File: config.mk
export PLATFORM = sky130hd
export DESIGN_NAME = hazard_scoreboard_unit
export DESIGN_NICKNAME = d
export VERILOG_FILES = /design/src/rtl/hazard_scoreboard_unit.sv
export SDC_FILE = /design/constraint.sdc
export NUM_CORES = 1
export LEC_CHECK = 0
export ABC_CLOCK_PERIOD_IN_PS = 4200
export CAP_MARGIN = 20
export CORE_MARGIN = 2
export CORE_UTILIZATION = 27
export CTS_CLUSTER_SIZE = 20
export DETAILED_ROUTE_END_ITERATION = 16
export PLACE_DENSITY_LB_ADDON = 0.3
export SLEW_MARGIN = 10
export SYNTH_ARGS = -nofsm -noshare
export SYNTH_HDL_FRONTEND = slang
export SYNTH_SLANG_ARGS = --single-unit
File: constraint.sdc
create_clock -name clk -period 4.2 [get_ports clk]
set_input_delay 0.84 -clock clk [delete_from_list [all_inputs] [get_ports clk]]
set_output_delay 0.84 -clock clk [all_outputs]
set_load 0.005 [all_outputs]
File: src/rtl/hazard_scoreboard_unit.sv
// -----------------------------------------------------------------------------
// hazard_scoreboard_unit
//
// Purpose: EX-operand forwarding select across NUM_FWD later stages, with the
// youngest stage winning. Also covers load-use hazard detection, a register
// scoreboard for in-flight multi-cycle (div/mul) writebacks, the ID stall /
// EX bubble outputs, and a sticky stall watchdog.
//
// Optional build macro: HAZARD_PERF_CNT_EN adds three 32-bit performance
// counters (perf_lu_stalls_o, perf_sb_stalls_o, perf_fwd_events_o).
//
// Ports:
//   clk, rst            clock, synchronous active-high reset
//   id_valid_i          valid instruction in ID
//   id_rs_addr_i        ID source addresses (NUM_SRC x AW)
//   id_rs_used_i        per-source "actually read" flags
//   id_rd_addr_i        ID destination
//   id_mc_issue_i       ID is a multi-cycle op writing id_rd_addr_i
//   ex_rs_addr_i        EX source addresses (NUM_SRC x AW)
//   ex_rd_addr_i        EX destination
//   ex_reg_write_i      EX writes a register
//   ex_is_load_i        EX is a load
//   fwd_rd_addr_i       destination per later stage (index 0 = youngest)
//   fwd_reg_write_i     RegWrite per later stage
//   fwd_data_i          result per later stage
//   mc_wb_valid_i       multi-cycle unit writes back this cycle
//   mc_wb_rd_addr_i     multi-cycle writeback destination
//   fwd_sel_o           per source: 0 = register file, k+1 = stage k
//   fwd_val_o           per source forwarded data, 0 when select is 0
//   stall_id_o          hold PC and IF/ID
//   bubble_ex_o         insert a NOP into ID/EX at the next edge
//   sb_busy_o           scoreboard busy bits
//   stall_timeout_o     sticky watchdog flag
// -----------------------------------------------------------------------------
module hazard_scoreboard_unit #(
  parameter int NUM_SRC   = 2,
  parameter int NUM_FWD   = 2,
  parameter int XLEN      = 32,
  parameter int NREG      = 32,
  parameter int AW        = 5,
  parameter int STALL_MAX = 15,
  parameter int SELW      = $clog2(NUM_FWD + 1)
) (
  input  logic                      clk,
  input  logic                      rst,
  input  logic                      id_valid_i,
  input  logic [NUM_SRC*AW-1:0]     id_rs_addr_i,
  input  logic [NUM_SRC-1:0]        id_rs_used_i,
  input  logic [AW-1:0]             id_rd_addr_i,
  input  logic                      id_mc_issue_i,
  input  logic [NUM_SRC*AW-1:0]     ex_rs_addr_i,
  input  logic [AW-1:0]             ex_rd_addr_i,
  input  logic                      ex_reg_write_i,
  input  logic                      ex_is_load_i,
  input  logic [NUM_FWD*AW-1:0]     fwd_rd_addr_i,
  input  logic [NUM_FWD-1:0]        fwd_reg_write_i,
  input  logic [NUM_FWD*XLEN-1:0]   fwd_data_i,
  input  logic                      mc_wb_valid_i,
  input  logic [AW-1:0]             mc_wb_rd_addr_i,
  output logic [NUM_SRC*SELW-1:0]   fwd_sel_o,
  output logic [NUM_SRC*XLEN-1:0]   fwd_val_o,
  output logic                      stall_id_o,
  output logic                      bubble_ex_o,
  output logic [NREG-1:0]           sb_busy_o,
`ifdef HAZARD_PERF_CNT_EN
  output logic [31:0]               perf_lu_stalls_o,
  output logic [31:0]               perf_sb_stalls_o,
  output logic [31:0]               perf_fwd_events_o,
`endif
  output logic                      stall_timeout_o
);

  localparam int CW = $clog2(STALL_MAX + 1);

  logic [NREG-1:0] sb_q, sb_d;
  logic [CW-1:0]   cnt_q, cnt_d;
  logic            timeout_q, timeout_d;
  logic            lu, sb, stall;

  // ---------------------------------------------------------------------------
  // Forwarding: scan oldest to youngest so the youngest match is written last
  // and therefore wins.
  // ---------------------------------------------------------------------------
  always_comb begin
    // NOTE: every output of a combinational block gets a default first so no
    // path leaves it unassigned (which would infer a latch).
    fwd_sel_o = '0;
    fwd_val_o = '0;
    for (int s = 0; s < NUM_SRC; s++) begin
      for (int k = NUM_FWD - 1; k >= 0; k--) begin
        if (fwd_reg_write_i[k] &&
            (fwd_rd_addr_i[k*AW +: AW] != '0) &&
            (fwd_rd_addr_i[k*AW +: AW] == ex_rs_addr_i[s*AW +: AW])) begin
          fwd_sel_o[s*SELW +: SELW] = SELW'(k + 1);
          fwd_val_o[s*XLEN +: XLEN] = fwd_data_i[k*XLEN +: XLEN];
        end
      end
    end
  end

  // ---------------------------------------------------------------------------
  // Hazard detection. The scoreboard term uses the registered busy bits, so a
  // writeback clearing a bit this cycle still stalls until the next cycle.
  // ---------------------------------------------------------------------------
  always_comb begin
    lu = 1'b0;
    sb = 1'b0;
    for (int s = 0; s < NUM_SRC; s++) begin
      if (id_rs_used_i[s]) begin
        if (ex_is_load_i && ex_reg_write_i && (ex_rd_addr_i != '0) &&
            (id_rs_addr_i[s*AW +: AW] == ex_rd_addr_i))
          lu = 1'b1;
        if (sb_q[id_rs_addr_i[s*AW +: AW]])
          sb = 1'b1;
      end
    end
    // Destination still owned by an in-flight multi-cycle op (WAW).
    if (sb_q[id_rd_addr_i])
      sb = 1'b1;
    lu = lu & id_valid_i;
    sb = sb & id_valid_i;
  end

  assign stall       = lu | sb;
  assign stall_id_o  = stall;
  assign bubble_ex_o = stall;

  // ---------------------------------------------------------------------------
  // Scoreboard next state: clear first, then set, so a same-cycle set wins.
  // ---------------------------------------------------------------------------
  always_comb begin
    sb_d = sb_q;
    if (mc_wb_valid_i)
      sb_d[mc_wb_rd_addr_i] = 1'b0;
    if (id_valid_i && id_mc_issue_i && !stall && (id_rd_addr_i != '0))
      sb_d[id_rd_addr_i] = 1'b1;
    sb_d[0] = 1'b0;
  end

  // Stall watchdog: saturating consecutive-stall counter plus sticky flag.
  always_comb begin
    cnt_d = '0;
    if (stall)
      cnt_d = (cnt_q == CW'(STALL_MAX)) ? cnt_q : cnt_q + 1'b1;
    timeout_d = timeout_q | (cnt_d == CW'(STALL_MAX));
  end

  always_ff @(posedge clk) begin
    // NOTE: sequential state uses non-blocking assignments so every register
    // samples pre-edge values regardless of statement order.
    if (rst) begin
      sb_q      <= '0;
      cnt_q     <= '0;
      timeout_q <= 1'b0;
    end else begin
      sb_q      <= sb_d;
      cnt_q     <= cnt_d;
      timeout_q <= timeout_d;
    end
  end

  assign sb_busy_o       = sb_q;
  assign stall_timeout_o = timeout_q;

`ifdef HAZARD_PERF_CNT_EN
  logic [31:0] perf_lu_q, perf_sb_q, perf_fwd_q;

  always_ff @(posedge clk) begin
    if (rst) begin
      perf_lu_q  <= '0;
      perf_sb_q  <= '0;
      perf_fwd_q <= '0;
    end else begin
      if (lu)
        perf_lu_q <= perf_lu_q + 32'd1;
      if (sb && !lu)
        perf_sb_q <= perf_sb_q + 32'd1;
      if (|fwd_sel_o)
        perf_fwd_q <= perf_fwd_q + 32'd1;
    end
  end

  assign perf_lu_stalls_o  = perf_lu_q;
  assign perf_sb_stalls_o  = perf_sb_q;
  assign perf_fwd_events_o = perf_fwd_q;
`endif

endmodule

==> metrics.txt <==
Post-synth EDFFs=0; # DRC=0; DR pass1 iterations=5; Reg clk slew, reported paths=around 0.050 ns; Total Wirelength=around 17000 um; Worst Clk Skew=0.003279 ns; Pwr per Cell Area=approximately 160 nW/um^2; status=finished, final reports clean; ANT cells=0; first-pass GRT wire length=~25000 um; die height=~120 um; WP data required=approximately 3.4 ns; cells along the critical path=clkdlybuf4s50_1, or4_4, o21ai_4, buf_4, nor4_4, nor2b_2, buf_12, a22o_1, clkdlybuf4s50_1; Worst-Skew Late Latency=between 0.2 and 0.3 ns; Power Internal=a little under 0.8 mW; Seq/Total Area, Yosys=19.34%; Nets=a little under 800; CP max-delay cell=or4_4; CP most frequent cell=clkdlybuf4s50_1; site row count=42; Achievable Freq=241.0 MHz; vias in the first global route=~4500; R2R Path End=cnt_q[2]; Core Area=13350 um^2; Gate power share=33.2%; Synth Register Bits=36; Leakage=roughly 2.8 nW; Post-Syn Area per Cell=roughly 8.5 um^2; all-layer global routing usage=between 20% and 30%; measured slew at the worst slew-check pin=slightly above 0.7 ns; Placed Area=between 6000 and 7000 um^2; FF-to-FF setup slack=1.93 ns; final hold violation count=0; Cells after Synth=approximately 440; post-DP HPWL=12940 um; maximum vdd ir drop=between 0.15 and 0.2 mV; Reg2Reg Launch Point=sb_busy_o[31]; Sequential Power Share=32.2%; H-tree depth=2; Final period util=a little over nine tenths; Synth async-reset ratio=0%; Starting DRT DRC Count=between 300 and 400; Root Driver=clkbuf_16; Hold Startpoint=sb_busy_o[19]; Layout area overhead=78.91%; critical path launch point type=input port; Main synth FF type=dfxtp_1; count of final max-slew check failures=0; Sequential Area=just over 700 um^2; Port Buffers=221; Initial Util=27.92%; hold_buf cts=0; Design Area, Final=around 6700 um^2; Die Wd=roughly 120 um; worst setup path class=in -> out; final setup vio count=0; worst setup path end=fwd_val_o[12]; Mapped Area=roughly 3700 um^2; CTS sink cnt=36; max-cap violations=0; GP Congestion=approximately 0.90; clock power share=between 30% and 40%; fraction of layout cells with a size suffix above 1=around an eighth; DIE AREA=approximately 15000 um^2; total gr overflow=0; sw power=just under 0.3 mW; IO Pins=~220; largest net degree at the start of global routing=37; CTS tree=built; post-synth cell types=between 40 and 50; setup repair after global routing missed its margin=false; post-layout util=between 40% and 50%; worst-path fanout max=31; Mapped Nets=558; Slowest Stage Delay on Critical Path=~0.54 ns; Clock Path Buffers=2; Vias/cell=~5.3; via count=between 4000 and 5000; crit end category=output port; CP startpoint=fwd_rd_addr_i[2]; Final min period=around 4.1 ns; Layout fillers=1262; Multi-input gate area=~2800 um^2; Slew headroom=around 52%; post-route setup TNS=0 ns; total CTS buffers=5; number of cells on the worst reg-to-reg path=7; WP data arrival=3.31 ns; Sw Ratio=27.51%; routed len/inst=19.97 um; number of synthesis warnings=0; Routed Antenna Nets=0; Hold/Removal Path Class=reg -> reg; initial antenna violation count=0
timing repair:
item                                    CTS  global route
buffers inserted                          1            11
pin swaps                                 3             3
gates resized for setup                  20            31
gates cloned                              1             2
endpoints found under the setup margin   42            54
cell usage after synthesis, types with 7 or more instances:
library cell	number	area, um^2
nand3_1	13	65.06
mux4_2	17	382.9
nor2_1	9	33.78
nor3b_1	8	60.06
a22o_1	62	543.0
mux2i_1	21	210.2
xor2_1	13	113.9
xnor2_1	18	157.7
o21ai_0	39	195.2
nand2_1	47	176.4
clkbuf_1	19	71.32
dfxtp_1	36	720.7
nand3b_1	21	157.7
nor2b_1	22	137.6
inv_1	7	26.28
o31ai_1	14	105.1
power groups by stage:
stage / clock, mW / combinational (mW) / sequential [mW]
global route: 0.394 / 0.381 / 0.348
finish: 0.373 / 0.358 / 0.348
CTS: 0.383 / 0.349 / 0.348
detailed placement: 0 / 0.345 / 0.355
floorplan: 0 / 0.134 / 0.354
global placement: 0 / 0.341 / 0.355
metrics by stage:
stage | setup WS [ns] | std cells | hold slack (ns) | total power, mW
after floorplan | 0.6603 | 437 | 0.5094 | 0.4876
after global placement | -0.07673 | 826 | 0.5462 | 0.6962
after detailed placement | -0.1299 | 826 | 0.5498 | 0.7004
after CTS | -0.02726 | 836 | 0.5616 | 1.080
after global routing | 0.007004 | 849 | 0.5882 | 1.122
final | 0.05101 | 849 | 0.5557 | 1.079
worst max-delay path: cells and delay by family:
family                 cells  cell delay [ns]
AOI/OAI and AO/OA          2             0.36
buffers and inverters      4             1.34
and+or+nand+nor            3             0.75
logic make-up after synthesis:
logic type | after synthesis | synth area share (%)
fa+ha+maj | 1 | 0.3357
compound gates | 134 | 26.80
xor+xnor | 31 | 7.287
simple gates | 150 | 23.14
other cells | 1 | 0.1006
buf+inv | 42 | 5.876
flops | 36 | 19.34
mux | 42 | 17.13
worst min path at each step:
stage,to,slack [ns],depth (start not counted)
floorplan,sb_busy_o[9],0.51,2
global placement,sb_busy_o[18],0.55,2
detailed placement,sb_busy_o[19],0.55,2
CTS,sb_busy_o[19],0.56,2
global route,sb_busy_o[11],0.59,2
finish,sb_busy_o[19],0.56,2
flip-flops by register name, summed over array words and instances, names as in the netlist:
register         flops
sb_busy_o           31
stall_timeout_o      1
cnt_q                4
layout by cell type (no fill, tap or decap), types with 6 or more instances in the layout:
cell type / count
a22o_1: 61
and3_1: 6
buf_4: 31
clkbuf_16: 7
clkdlybuf4s50_1: 183
dfxtp_1: 36
dlygate4sd2_1: 13
dlymetal6s2s_1: 25
inv_1: 7
mux2i_1: 21
mux4_2: 17
nand2_1: 47
nand3_1: 13
nand3b_1: 21
nor2_1: 9
nor2b_1: 21
nor3b_1: 8
o21ai_0: 38
o31ai_1: 14
xnor2_1: 18
xor2_1: 13
routing by layer:
layer  wire length (um)  GRT usage [%]  share of wire [%]  vias to the layer above
li1                   -              -                  -                     2133
met1               7190          28.20                 42                     2181
met2               8222          35.15                 48                      189
met3               1280          5.310                7.5                       23
met4                264          4.310                1.6                        0
met5                  0              0                  0                        -
layout make-up:
| type | count | area share (%) |
|---|---|---|
| clock buffer | 6 | 2.083 |
| clock inverter | 2 | 0.1502 |
| inverter | 7 | 0.3941 |
| multi-input combinational | 359 | 42.72 |
| sequential | 36 | 10.81 |
| tap | 176 | 3.303 |
| timing repair buffer | 263 | 40.54 |
Power figures use the tool's default switching activity.
